$ cat src/rtl/oob_dev.sv
// oob_dev - device-side SATA OOB responder.
// Answers host COMRESET with COMINIT and host COMWAKE with COMWAKE, then runs
// the ALIGNp/SYNCp speed handshake and declares the link up. It muxes OOB
// primitives onto the tx stream and passes rx data straight through.
// Ports:
//   clk, rst                     usrclk2, synchronous active-high reset
//   gtx_ready                    all GTX resets done
//   rxcominitdet_in/rxcomwakedet_in/rxelecidle_in/txcomfinish_in  GTX OOB status
//   txcominit/txcomwake          one-cycle OOB burst requests
//   txelecidle                   drive tx line idle
//   txdata_in/txcharisk_in       link-layer tx word, forwarded only in LINK
//   txdata_out/txcharisk_out     registered tx word to GTX
//   rxdata_in/rxcharisk_in       rx word from GTX
//   rxdata_out/rxcharisk_out     combinational rx bypass
//   rxbyteisaligned              GTX comma alignment (async, resynced)
//   phy_ready                    LINK & gtx_ready & aligned
//   link_up/link_down/oob_error  one-cycle event pulses
module oob_dev #(
  parameter int unsigned DATA_BYTE_WIDTH = 4,
  parameter int unsigned CLK_SPEED_GRADE = 1,
  parameter int unsigned COMWAKE_TIMEOUT = 32768,
  parameter int unsigned ALIGN_TIMEOUT   = 4096
) (
  input  logic                         clk,
  input  logic                         rst,
  input  logic                         gtx_ready,
  input  logic                         rxcominitdet_in,
  input  logic                         rxcomwakedet_in,
  input  logic                         rxelecidle_in,
  input  logic                         txcomfinish_in,
  output logic                         txcominit,
  output logic                         txcomwake,
  output logic                         txelecidle,
  input  logic [DATA_BYTE_WIDTH*8-1:0] txdata_in,
  input  logic [DATA_BYTE_WIDTH-1:0]   txcharisk_in,
  output logic [DATA_BYTE_WIDTH*8-1:0] txdata_out,
  output logic [DATA_BYTE_WIDTH-1:0]   txcharisk_out,
  input  logic [DATA_BYTE_WIDTH*8-1:0] rxdata_in,
  input  logic [DATA_BYTE_WIDTH-1:0]   rxcharisk_in,
  output logic [DATA_BYTE_WIDTH*8-1:0] rxdata_out,
  output logic [DATA_BYTE_WIDTH-1:0]   rxcharisk_out,
  input  logic                         rxbyteisaligned,
  output logic                         phy_ready,
  output logic                         link_up,
  output logic                         link_down,
  output logic                         oob_error
);

  localparam logic [DATA_BYTE_WIDTH*8-1:0] ALIGN_P = 32'h7B4A4ABC;
  localparam logic [DATA_BYTE_WIDTH*8-1:0] SYNC_P  = 32'hB5B5957C;
  localparam logic [DATA_BYTE_WIDTH-1:0]   PRIM_K  = 4'b0001;

  // Timer holds (cycles in state - 1); a timeout fires on the cycle the
  // limit-th cycle is sampled. Limits beyond the 16-bit range clip to the
  // saturation value so the timeout can still be reached.
  localparam int unsigned CW_RAW = COMWAKE_TIMEOUT * CLK_SPEED_GRADE;
  localparam int unsigned AL_RAW = ALIGN_TIMEOUT * CLK_SPEED_GRADE;
  localparam logic [15:0] CW_LAST = 16'((CW_RAW > 65536) ? 65535 : CW_RAW - 1);
  localparam logic [15:0] AL_LAST = 16'((AL_RAW > 65536) ? 65535 : AL_RAW - 1);

  typedef enum logic [2:0] {
    S_IDLE, S_SEND_COMINIT, S_WAIT_COMWAKE, S_SEND_COMWAKE,
    S_WAIT_NOIDLE, S_SEND_ALIGN, S_SEND_SYNC, S_LINK
  } state_t;

  state_t                         state_q, state_d;
  logic [15:0]                    timer_q;
  logic [1:0]                     sync_cnt_q, sync_cnt_d;
  logic                           aligned_meta_q, aligned_q;
  logic                           oob_error_d, txelecidle_d;
  logic [DATA_BYTE_WIDTH*8-1:0]   txdata_d;
  logic [DATA_BYTE_WIDTH-1:0]     txcharisk_d;
  logic                           rx_align, rx_prim;

  assign rxdata_out    = rxdata_in;
  assign rxcharisk_out = rxcharisk_in;

  assign rx_align = (rxdata_in == ALIGN_P) && (rxcharisk_in == PRIM_K);
  assign rx_prim  = rxcharisk_in[0] && !rx_align;

  always_ff @(posedge clk) begin
    if (rst) begin
      state_q        <= S_IDLE;
      timer_q        <= '0;
      sync_cnt_q     <= '0;
      aligned_meta_q <= 1'b0;
      aligned_q      <= 1'b0;
    end else begin
      state_q        <= state_d;
      sync_cnt_q     <= sync_cnt_d;
      aligned_meta_q <= rxbyteisaligned;
      aligned_q      <= aligned_meta_q;
      if (state_d != state_q)
        timer_q <= '0;
      else if (timer_q != '1)
        timer_q <= timer_q + 16'd1;
    end
  end

  always_comb begin
    state_d      = state_q;
    sync_cnt_d   = '0;
    oob_error_d  = 1'b0;
    txelecidle_d = 1'b1;
    txdata_d     = '0;
    txcharisk_d  = '0;

    // Detects are checked before timeouts so a detect in the timeout cycle wins.
    case (state_q)
      S_IDLE:
        if (gtx_ready && rxcominitdet_in) state_d = S_SEND_COMINIT;
      S_SEND_COMINIT:
        if (txcomfinish_in) state_d = S_WAIT_COMWAKE;
      S_WAIT_COMWAKE:
        if (rxcominitdet_in)        state_d = S_SEND_COMINIT;
        else if (rxcomwakedet_in)   state_d = S_SEND_COMWAKE;
        else if (timer_q >= CW_LAST) begin
          state_d     = S_IDLE;
          oob_error_d = 1'b1;
        end
      S_SEND_COMWAKE:
        if (txcomfinish_in) state_d = S_WAIT_NOIDLE;
      S_WAIT_NOIDLE:
        if (rxcominitdet_in)     state_d = S_SEND_COMINIT;
        else if (!rxelecidle_in) state_d = S_SEND_ALIGN;
      S_SEND_ALIGN:
        if (rxcominitdet_in)            state_d = S_SEND_COMINIT;
        else if (rx_align && aligned_q) state_d = S_SEND_SYNC;
        else if (timer_q >= AL_LAST) begin
          state_d     = S_IDLE;
          oob_error_d = 1'b1;
        end
      S_SEND_SYNC:
        if (rxcominitdet_in) state_d = S_SEND_COMINIT;
        else begin
          sync_cnt_d = rx_prim ? 2'(sync_cnt_q + 2'd1) : 2'd0;
          if (sync_cnt_d == 2'd3) state_d = S_LINK;
          else if (timer_q >= AL_LAST) begin
            state_d     = S_IDLE;
            oob_error_d = 1'b1;
          end
        end
      S_LINK:
        if (rxcominitdet_in) state_d = S_SEND_COMINIT;
      default:
        state_d = S_IDLE;
    endcase

    // Losing the GTX drops everything back to IDLE silently.
    if (state_q != S_IDLE && !gtx_ready) begin
      state_d     = S_IDLE;
      sync_cnt_d  = '0;
      oob_error_d = 1'b0;
    end

    // Outputs are decoded from the next state so the registered copies line
    // up with the state register.
    case (state_d)
      S_SEND_ALIGN: begin
        txelecidle_d = 1'b0;
        txdata_d     = ALIGN_P;
        txcharisk_d  = PRIM_K;
      end
      S_SEND_SYNC: begin
        txelecidle_d = 1'b0;
        txdata_d     = SYNC_P;
        txcharisk_d  = PRIM_K;
      end
      S_LINK: begin
        txelecidle_d = 1'b0;
        txdata_d     = txdata_in;
        txcharisk_d  = txcharisk_in;
      end
      default: ;
    endcase
  end

  always_ff @(posedge clk) begin
    if (rst) begin
      txcominit     <= 1'b0;
      txcomwake     <= 1'b0;
      txelecidle    <= 1'b1;
      txdata_out    <= '0;
      txcharisk_out <= '0;
      phy_ready     <= 1'b0;
      link_up       <= 1'b0;
      link_down     <= 1'b0;
      oob_error     <= 1'b0;
    end else begin
      txcominit     <= (state_d == S_SEND_COMINIT) && (state_q != S_SEND_COMINIT);
      txcomwake     <= (state_d == S_SEND_COMWAKE) && (state_q != S_SEND_COMWAKE);
      txelecidle    <= txelecidle_d;
      txdata_out    <= txdata_d;
      txcharisk_out <= txcharisk_d;
      phy_ready     <= (state_d == S_LINK) && gtx_ready && aligned_q;
      link_up       <= (state_d == S_LINK) && (state_q != S_LINK);
      link_down     <= (state_q == S_LINK) && (state_d != S_LINK);
      oob_error     <= oob_error_d;
    end
  end

endmodule

$ cat config.mk
export PLATFORM = sky130hd
export DESIGN_NAME = oob_dev
export DESIGN_NICKNAME = d
export VERILOG_FILES = /design/src/rtl/oob_dev.sv
export SDC_FILE = /design/constraint.sdc
export NUM_CORES = 1
export LEC_CHECK = 0
export CORE_MARGIN = 2
export CORE_UTILIZATION = 36
export CTS_CLUSTER_DIAMETER = 120
export CTS_CLUSTER_SIZE = 28
export DETAILED_ROUTE_END_ITERATION = 6
export PLACE_DENSITY = 0.75
export SLEW_MARGIN = 20
export SYNTH_ARGS = -nofsm -noshare
export SYNTH_HDL_FRONTEND = slang
export SYNTH_SLANG_ARGS = --single-unit
$ cat constraint.sdc
create_clock -name clk -period 2.67 [get_ports clk]
set_input_delay 0.534 -clock clk [delete_from_list [all_inputs] [get_ports clk]]
set_output_delay 0.534 -clock clk [all_outputs]
set_load 0.1 [all_outputs]
==> impl_metrics.env <==
export IMPL_drv_slew=0
export IMPL_critPathLaunchType="input pin"
export IMPL_grt_first_pass_wirelength_um=16700
export IMPL_routed_wl_um=10800
export IMPL_synth_edff_count=0
export IMPL_coreArea_sq_um=8300
export IMPL_totalNegativeSetupSlack_ps=0
export IMPL_areaGrowthSynthToFinish_pct=88.2
export IMPL_syn_num_nets=411
export IMPL_synth_top_area_cell="dfxtp_1"
export IMPL_internal_power_w=0.00181
export IMPL_die_area_sq_um=9440
export IMPL_finalSetupViolations=0
export IMPL_clkTransAtPathRegs_ps=80
export IMPL_p_leak_nw=2.73
export IMPL_cp_arrival_ps=2930
export IMPL_grt_use_met2_pct=41.8
export IMPL_place_port_buffers=158
export IMPL_cts_num_sinks=66
export IMPL_antenna_cells=0
export IMPL_grt_pass1_vias=3347
export IMPL_ys_ff_latch=66
export IMPL_die_w_um=97.2
export IMPL_comb_power_share_pct=24.7
export IMPL_yosys_warnings=0
export IMPL_wl_per_cell_um=17.2
export IMPL_drtAntennaViolNets=0
export IMPL_clock_latency_ps=350
export IMPL_fmax_mhz=379
export IMPL_drv_cap=0
export IMPL_cts_root_buf="clkbuf_8"
export IMPL_cts_htree_levels=3
export IMPL_antenna_found_initial=0
export IMPL_timing_rr_start="timer_q[0]"
export IMPL_clkPwrFrac_pct=36.8
export IMPL_grt_util_met1_pct=22.6
export IMPL_hold_start="aligned_meta_q"
export IMPL_rsz0062_at_grt="yes"
export IMPL_die_h_um=97.2
export IMPL_utilization_pct=70.8
export IMPL_worst_slew_pin_slew_ps=437
export IMPL_peakVddDrop_mv=0.318
export IMPL_avgSynthCellArea_sq_um=9.47
export IMPL_critPathRequiredTime_ps=2960
export IMPL_num_io_pins=159
export IMPL_seq_area_frac_synth_pct=42.3
export IMPL_synth_area_sq_um=3120
export IMPL_track_usage_pct=21.8
export IMPL_swShare_pct=30.1
export IMPL_overflow=0
export IMPL_grt_max_degree=17
export IMPL_num_vias=3222
export IMPL_synthTopCellsByArea="dfxtp_1, buf_4, o21a_1, a21o_1, nor4_1"
export IMPL_drtIter0Drc=192
export IMPL_fin_skew_ps=7.01
export IMPL_top_usage_layer="met2"
export IMPL_fill_cells=576
export IMPL_crit_start="rxcharisk_in[2]"
export IMPL_vias_per_cell=5.12
export IMPL_power_frac_seq_pct=38.4
export IMPL_hold_viol=0
export IMPL_synth_cell_types=55
export IMPL_clk_path_buf_depth=2
export IMPL_first_pass_iters=4
export IMPL_initial_core_util_pct=37.6
export IMPL_layout_drive_gt1_share_pct=40.3
export IMPL_drc=0
export IMPL_final_period_utilization_pct=98.8
export IMPL_post_route_min_period_ps=2640
export IMPL_powerDensity_nw_per_um2=441
export IMPL_yosys_most_used_dff="dfxtp_1"
export IMPL_criticalPathCategory="input pin to register"
export IMPL_cts_made_buffers=9
export IMPL_synth_top_area_share_pct=42.3
export IMPL_cts_tree="done"
export IMPL_gp_congestion=0.930
export IMPL_gr_usage_met3_pct=5.54
export IMPL_synth_async_sr_flop_share_pct=0
export IMPL_synth_cells=330
export IMPL_dp_hpwl_um=7850
export IMPL_final_nets=600
export IMPL_status="complete, no violations"
export IMPL_switching_power_w=0.000781
export IMPL_slew_headroom_pct=70.6
export IMPL_rows=33
export IMPL_crit_path_end_kind="register"
export IMPL_hold_class="register to register"
export IMPL_crit_fanout=5
==> sequential cells by signal (all words and copies together), names as in the netlist <==
signal,count
txcharisk_out,4
aligned_q,1
sync_cnt_q,2
link_down,1
link_up,1
timer_q,16
txelecidle,1
txdata_out,32
txcomwake,1
state_q,3
oob_error,1
txcominit,1
phy_ready,1
aligned_meta_q,1
==> power groups by stage <==
stage          combinational (W)  clock, W  sequential, W
2_1_floorplan           0.000311         0        0.00102
3_3_place_gp            0.000611         0        0.00102
3_5_place_dp            0.000616         0        0.00102
4_1_cts                 0.000624  0.000972       0.000995
5_1_grt                 0.000664   0.00101       0.000998
6_report                0.000642  0.000956       0.000997
==> logic make-up after synthesis <==
group | synth area share, %
simple gates | 26.1
flops | 42.3
compound gates | 15.1
buf+inv | 11.4
xor+xnor | 3.64
mux | 1.00
fa+ha+maj | 0.400
==> synthesized netlist by cell type, drive strengths merged (7+ instances only) <==
| library cell | instances |
|---|---|
| inv | 7 |
| nor3 | 14 |
| nand3 | 11 |
| and2 | 7 |
| nand2 | 14 |
| xnor2 | 7 |
| dfxtp | 66 |
| o21a | 21 |
| clkbuf | 11 |
| nor2 | 15 |
| nor4 | 10 |
| buf | 39 |
| nor4b | 9 |
| a21o | 10 |
==> metal layers <==
layer,routed length (um),vias up
li1,-,1548
met1,3940,1511
met2,5840,145
met3,848,18
met4,186,0
met5,0,-
==> through the flow <==
step / power (W) / hold WS, ps / cells / instance area (sq um) / setup WS, ps
floorplan: 0.00133 / 414 / 330 / 3140 / 2.08
global placement: 0.00163 / 423 / 606 / 5270 / -638
detailed placement: 0.00163 / 431 / 606 / 5270 / -820
CTS: 0.00259 / 449 / 629 / 5670 / -30.4
global route: 0.00268 / 459 / 629 / 5880 / -76.3
finish: 0.00260 / 452 / 629 / 5880 / 30.7
==> cell type report <==
type	count	area [sq um]	area share, %
Inverter	8	30.0	0.511
Clock buffer	9	124	2.11
Multi-Input combinational cell	206	1740	29.6
Timing Repair Buffer	228	2430	41.3
Sequential cell	66	1320	22.5
Tap cell	105	131	2.23
Clock inverter	7	100	1.70
==> path summary, 6_finish.rpt <==
check / to / slack (ps) / depth (start not counted)
max: txdata_out[11] / 30 / 9
min: aligned_q / 450 / 1
max reg2reg: txdata_out[11] / 40 / 8
min reg2reg: aligned_q / 450 / 1
==> critical path, cell delays in order <==
cell	delay (ps)
dlygate4sd2_1	270
nor4b_4	300
nand4_1	180
nor3_4	240
mux2_4	340
or3_4	420
nor4b_4	340
buf_4	200
a21o_1	90
==> placed cells by master (no fill, tap or decap), types with 8 or more instances in the layout <==
cell type,netlist,layout
clkdlybuf4s50_1,0,44
buf_4,36,107
o21a_1,21,21
dlygate4sd2_1,0,10
nor2_1,15,15
nand2_1,14,14
clkbuf_8,0,9
dlymetal6s2s_1,0,19
buf_12,0,38
dfxtp_1,66,65
nand3_1,10,8
a21o_1,10,10
==> repair_timing <==
action / 4_1_cts / 5_1_grt
setup buffers: 6 / 0
pin swaps: 17 / 18
endpoints found under the setup margin: 59 / 56
hold buffers: 0 / 0
cloned: 1 / 0
gates resized for setup: 41 / 55
No activity file was read; power rests on OpenSTA's default activity.
